--- config.mk ---
export PLATFORM = sky130hd
export DESIGN_NAME = pc_fetch_ctrl
export DESIGN_NICKNAME = d
export VERILOG_FILES = /design/src/rtl/pc_fetch_ctrl.sv
export SDC_FILE = /design/constraint.sdc
export NUM_CORES = 1
export LEC_CHECK = 0
export CORE_MARGIN = 2
export CORE_UTILIZATION = 32
export CTS_BUF_LIST = sky130_fd_sc_hd__clkbuf_16
export DETAILED_ROUTE_END_ITERATION = 12
export GPL_ROUTABILITY_DRIVEN = 0
export PLACE_DENSITY_LB_ADDON = 0.25
export SYNTH_ARGS = -nofsm -noshare
export SYNTH_HDL_FRONTEND = slang
export SYNTH_SLANG_ARGS = --single-unit
--- constraint.sdc ---
create_clock -name i_clk -period 4.15 [get_ports i_clk]
set_clock_uncertainty 0.2 [all_clocks]
set_input_delay 1.245 -clock i_clk [delete_from_list [all_inputs] [get_ports i_clk]]
set_output_delay 1.245 -clock i_clk [all_outputs]
set_load 0.005 [all_outputs]
--- src/rtl/pc_fetch_ctrl.sv ---
// PC/fetch sequencing for the IF stage: boot hold, redirect resolution with
// pending capture while imem is busy, hazard stalls and a stall-cycle counter.
module pc_fetch_ctrl #(
  parameter logic [31:0] RST_VAL     = 32'h0040_0000,
  parameter int          BOOT_CYCLES = 2
) (
  input  logic        i_clk,
  input  logic        i_rst_n,
  input  logic [31:0] i_pc,
  input  logic        i_imem_ready,
  input  logic        i_load_use,
  input  logic        i_branch_taken,
  input  logic        i_jump,
  input  logic [31:0] i_branch_target,
  input  logic [31:0] i_jump_target,
  output logic        o_pc_en,
  output logic [31:0] o_pc_next,
  output logic        o_if_id_en,
  output logic        o_if_id_flush,
  output logic        o_misalign,
  output logic        o_booting,
  output logic [15:0] o_stall_cnt
);

  typedef enum logic [1:0] {BOOT, RUN, REDIR_WAIT} state_t;

  typedef struct packed {
    logic        vld;
    logic        mis;
    logic [31:0] addr;
  } redir_t;

  localparam logic [7:0] BOOT_LAST = 8'(BOOT_CYCLES - 1);

  state_t      state, state_nxt;
  logic [7:0]  boot_cnt;
  logic [31:0] pend, pend_nxt;
  logic [31:0] raw_tgt;
  redir_t      rd;

  // Branch outranks jump; the fetch address is always word aligned.
  always_comb begin
    raw_tgt = i_branch_taken ? i_branch_target : i_jump_target;
    rd.vld  = i_branch_taken | i_jump;
    rd.mis  = rd.vld & (|raw_tgt[1:0]);
    rd.addr = {raw_tgt[31:2], 2'b00};
  end

  always_comb begin
    state_nxt     = state;
    pend_nxt      = pend;
    o_pc_en       = 1'b0;
    o_pc_next     = i_pc + 32'd4;
    o_if_id_en    = 1'b0;
    o_if_id_flush = 1'b0;
    o_misalign    = 1'b0;
    o_booting     = 1'b0;
    case (state)
      BOOT: begin
        o_booting = 1'b1;
        o_pc_next = RST_VAL;
        if (boot_cnt == BOOT_LAST) state_nxt = RUN;
      end
      RUN: begin
        if (rd.vld) begin
          o_misalign    = rd.mis;
          o_pc_next     = rd.addr;
          o_if_id_flush = 1'b1;
          if (i_imem_ready) begin
            o_pc_en    = 1'b1;
            o_if_id_en = 1'b1;
          end else begin
            pend_nxt  = rd.addr;
            state_nxt = REDIR_WAIT;
          end
        end else if (i_imem_ready && !i_load_use) begin
          o_pc_en    = 1'b1;
          o_if_id_en = 1'b1;
        end
      end
      REDIR_WAIT: begin
        // Keep bubbling IF/ID until the redirect is actually fetched.
        o_if_id_flush = 1'b1;
        o_if_id_en    = 1'b1;
        o_misalign    = rd.mis;
        if (i_imem_ready) begin
          o_pc_en   = 1'b1;
          o_pc_next = rd.vld ? rd.addr : pend;
          state_nxt = RUN;
        end else begin
          o_pc_next = pend;
          if (rd.vld) pend_nxt = rd.addr;
        end
      end
      default: state_nxt = BOOT;
    endcase
  end

  always_ff @(posedge i_clk or negedge i_rst_n) begin
    if (!i_rst_n) begin
      state       <= BOOT;
      boot_cnt    <= '0;
      pend        <= '0;
      o_stall_cnt <= '0;
    end else begin
      state <= state_nxt;
      pend  <= pend_nxt;
      if (state == BOOT) boot_cnt <= boot_cnt + 8'd1;
      if (state != BOOT && !o_pc_en && o_stall_cnt != 16'hFFFF)
        o_stall_cnt <= o_stall_cnt + 16'd1;
    end
  end

endmodule

## After elaboration in Yosys (flattened, before gate mapping)

Index checks and enable logic that the tools add are counted.

- Divide/modulo/power cells: 0
- Bitwise logic cells: 2
- Shifts and indexed selects: 0
- Equal/unequal tests: 9
- Multiply operators: 0
- Reductions and logical operators: 11
- $add $sub $neg: 3
- Magnitude comparators: 0
- Multiplexer cells: 24

Operators by type and width:

| operator | number |
|---|---|
| $mux 32 | 7 |
| $pmux 32 s3 | 1 |
| $pmux 32 s2 | 1 |
| $add 32x3->32 const B | 1 |
| $add 16x1->16 const B | 1 |
| $ne 16x16->1 const B | 1 |
| $ne 2x2->1 const B | 5 |
| $add 8x1->8 const B | 1 |
| $eq 8x1->1 const B | 1 |
| $mux 2 | 4 |
| $pmux 1 s2 | 4 |
| $reduce_and 4->1 | 2 |
| $mux 1 | 6 |
| $pmux 2 s3 | 1 |
| $reduce_bool 2->1 | 2 |
| $logic_and 1x1->1 | 3 |
| $eq 2x1->1 const B | 1 |
| $eq 2x2->1 const B | 1 |
| $logic_not 1->1 | 2 |
| $logic_not 2->1 | 1 |
| $reduce_or 2->1 | 1 |
| $and 1x1->1 | 1 |
| $or 1x1->1 | 1 |

- Memories kept: 0
- Output and inout port bits: 53
- Bits in registers: 58
- Memory bits (read-only): 0
- Word-level logic and storage cells: 53
- Input bits: 102
- Bits in latches: 0
- Memory bits (writable): 0

## Logic depth before layout (Yosys ltp)

- Depth after elaboration: 8
- Mapped depth: 8
- Mapped depth without buffers: 6

## Worst setup path before layout

OpenSTA, ideal clock, no wires.

- Path type: input to output
- Start point: input i_pc[4]
- End point: output o_pc_next[19]
- Path slack: -0.055 ns
- Stages on the path: 6
- Data required time: 2.705 ns
- Path buffers: 2
- Arrival: 2.760 ns
- Cell sequence: buf_2 nand3_1 or4_1 buf_2 or4_1 o211ai_1

- Longest elaborated chain between the ends: 3

RTL lines:

| what | RTL line | RTL |
|---|---|---|
| from (decl) | 9 | `input logic [31:0] i_pc,` |
| $add 32x3->32 * | 53 | `o_pc_next = i_pc + 32'd4;` |
| $mux 32 | 65 | `if (rd.vld) begin` |
| $pmux 32 s3 * | 58 | `case (state)` |
| to (decl) | 17 | `output logic [31:0] o_pc_next,` |

Mark *: on every way between the ends. The rest lies on a longest branch, timed or not.

## Worst setup path in the final report

- Start point: input i_pc[3]
- End point: output o_pc_next[18]

Same word-level chain as after synthesis.

==> summary.txt <==
Global routing
  • Pin count of the biggest net entering global routing: 40
  • Global router's overall resource usage: 0.221
  • Total grt overflow: 0
  • Global-route wire length before repair: 25000 um
  • Initial antenna violation count: 0
  • Number of global-route vias before repair: 4983

Timing
  • Fmax: 225 MHz
  • Pins Over Slew Limit: 0
  • RSZ-0062 raised after global routing: true
  • Fin crit share: 1.07
  • Hold Fails Final Rpt: 0
  • Setup TNS: -2190 ps
  • Fin worst setup slack: -288 ps
  • Worst-margin pin slew: 1030 ps
  • Final setup vio count: 14
  • Slew HR: 0.312
  • Final critical path time including I/O delays and setup: 4440 ps

Pwr
  • Switch share: 0.378
  • Sw Pwr: 0.00154 W
  • Reg power frac: 0.258
  • Power density cells: 552 nW/um^2
  • VDD IR max: 0.000244 V
  • Internal: 0.00253 W
  • Combinational power share: 0.549
  • Clock power frac: 0.193
  • Leakage: 3.03 nW

Drt
  • 1st-iter DRT viols: 237
  • Drt drc: 0
  • First drt pass iteration count: 4
  • Vias: 4816
  • Routed Antenna Nets: 0
  • WL/cell: 17.7 um
  • Vias per cell: 5.42
  • Post-Route WL: 15800 um

CTS
  • CTS tree: built
  • Number of CTS-inserted buffers: 9
  • Clk_lat worst skew: 330 ps
  • Hold-fix buffers, CTS: 0
  • CTS H-tree depth: 3
  • Clock Pin Slew Worst Setup and Hold Paths: 50 ps
  • CTS sink cnt: 58
  • CTS root buf: clkbuf_16
  • Clock tree buffer depth: 2

Worst hold path
  • Hold crit path type: reg -> reg

Yosys
  • Cells after Synth: 460
  • Synth Area per Inst: 9.35 sq um
  • Yosys warning count: 0
  • EDFF count, synth: 0
  • Cell area after synthesis: 4300 sq um
  • Sequential share of the synthesized area: 0.338
  • FF+latch count, synth: 58
  • Post-synth top flop: dfrtp_1
  • Syn_nets: 570
  • FFs w/ async S/R, synth: 1.00
  • Number of distinct library cells after synthesis: 50

Worst setup path
  • CP delay by family, top: simple AND/OR/NAND/NOR gates
  • Cell mode on critical path: buf_6
  • Worst EP arrival: 2990 ps
  • Slowest-stage cell, CP: or4_4
  • Worst-path maximum fanout: 3
  • CP cell instances: buf_8 -> ha_4 -> nand4_1 -> or4_4 -> buf_6 -> buf_6 -> or4_1 -> o211ai_1 -> buf_2
  • Critical path data required time: 2700 ps
  • Setup CP Type: in -> out
  • CP Buf/Inv Count: 4
  • Worst Setup End Kind: primary output
  • Crit path launch type: input pin
  • Slowest stage delay, CP: 590 ps

Cells and area
  • Antenna diode instance count: 0
  • Nets@finish: 819
  • Finished Layout Cells: 889
  • FILL cells: 1172
  • Layout cell share with drive strength beyond 1: 0.373
  • P&R area growth vs syn: 71.5%

Floorplanning
  • # rows: 42
  • # IOs: 155
  • Core area: 13200 sq um
  • Height of the die: 120 um
  • Die area: 14400 sq um
  • Chip Width: 120 um
  • Initial core utilization: 0.326

Flow run
  • Max-cap violations: 0

Placement
  • Placed cells: 843
  • HPWL Detailed: 11500 um
  • IO Port Bufs: 154
  • Dpl ws: -1130 ps

Outcome
  • Failing checks: negative setup slack
  • Status: complete, but fails checks
==> synthesized netlist by cell type, types with 3 or more instances <==
master	number	area, sq um
a21oi_1	10	50.1
or4_1	16	120
inv_1	10	37.5
nand2_1	20	75.1
and4_1	3	26.3
dfrtp_1	58	1450
nor2_1	20	75.1
nand3_1	24	120
o22ai_1	15	93.8
xor2_1	18	158
ha_1	8	100
or3_1	6	37.5
nand4_1	16	100
clkbuf_1	22	82.6
mux2i_1	7	70.1
and3_1	6	37.5
a22oi_1	22	165
buf_2	7	35.0
nor3_1	8	40.0
o221ai_1	3	26.3
mux2_2	53	597
nor4_1	16	100
xnor2_1	17	149
o211ai_1	21	158
o21ai_0	6	30.0
nor2b_1	7	43.8
nor3b_1	6	45.0
a31oi_1	5	31.3
==> layout make-up <==
| type | count | area (sq um) | area share |
|---|---|---|---|
| inverters | 10 | 37.5 | 0.00509 |
| clock buffers | 9 | 225 | 0.0305 |
| well taps | 176 | 220 | 0.0299 |
| flip-flops and latches | 58 | 1450 | 0.197 |
| multi-input cells | 361 | 2950 | 0.400 |
| clock inverters | 6 | 82.6 | 0.0112 |
| repair buffers | 269 | 2400 | 0.326 |
==> routing by layer <==
metal,global-route usage,routed length [um]
met1,0.265,6480
met2,0.380,7930
met3,0.0437,833
met4,0.0985,519
met5,0,0
==> stage by stage <==
stage | instance area (sq um) | util | power [W] | hold slack, ps
2_1_floorplan | 4320 | - | 0.00214 | 235
6_report | 7370 | 0.559 | 0.00407 | 262
4_1_cts | 7200 | 0.546 | 0.00407 | 266
5_1_grt | 7370 | 0.559 | 0.00434 | 287
3_3_place_gp | 6630 | 0.503 | 0.00328 | 259
3_5_place_dp | 6630 | 0.503 | 0.00333 | 259
==> path summary, 6_finish.rpt <==
check,start,end,slack [ps],cells past startpoint
max,i_pc[3],o_pc_next[18],-290,9
max reg2reg,state[0],o_stall_cnt[1],1190,7
min reg2reg,boot_cnt[7],boot_cnt[7],260,1
min in group asynchronous,i_rst_n,pend[8],690,1
max in group asynchronous,i_rst_n,boot_cnt[6],2120,2
min,boot_cnt[7],boot_cnt[7],260,1
==> cell usage in the layout (no fill, tap or decap), drive strengths merged, types with 17 or more instances in the layout <==
cell type        n
nand2           20
dlygate4sd2     22
a22oi           22
nor2            20
xor2            18
o211ai          21
mux2            53
dfrtp           58
xnor2           17
clkdlybuf4s50   89
nand4           17
nand3           26
buf            148
==> cell families (layout without fill, tap and decap cells) <==
| logic type | after synthesis | in the layout | share of synthesized area |
|---|---|---|---|
| xor+xnor | 35 | 35 | 0.0713 |
| buf+inv | 42 | 294 | 0.0390 |
| mux | 60 | 60 | 0.155 |
| fa+ha+maj | 8 | 8 | 0.0233 |
| flops | 58 | 58 | 0.338 |
| simple gates | 159 | 160 | 0.215 |
| compound gates | 98 | 98 | 0.159 |
==> state kept, by name, summed over array words and instances (netlist names) <==
signal	count
o_stall_cnt	16
pend	32
state	2
boot_cnt	8
==> power groups by stage <==
stage	Clock [W]	Combinational (W)	Sequential, W
after CTS	0.000802	0.00222	0.00105
after detailed placement	0	0.00228	0.00105
final	0.000788	0.00223	0.00105
after global placement	0	0.00225	0.00103
after floorplan	0	0.00113	0.00101
after global routing	0.000826	0.00242	0.00109
==> worst register-to-register path, cell delays in order (launching register included) <==
cell and delay (ps):
dfrtp_1 400, inv_1 120, ha_1 410, buf_4 250
o211ai_1 130, o21bai_1 830, nor2_1 190, mux2_2 320
==> what timing repair did <==
action | 4_1_cts | 5_1_grt
setup endpoints to repair | 36 | 27
pin swaps | 28 | 22
setup buffers | 24 | 7
cloned | 1 | 0
resized for setup | 222 | 44
(Power assumes the default switching activity.)
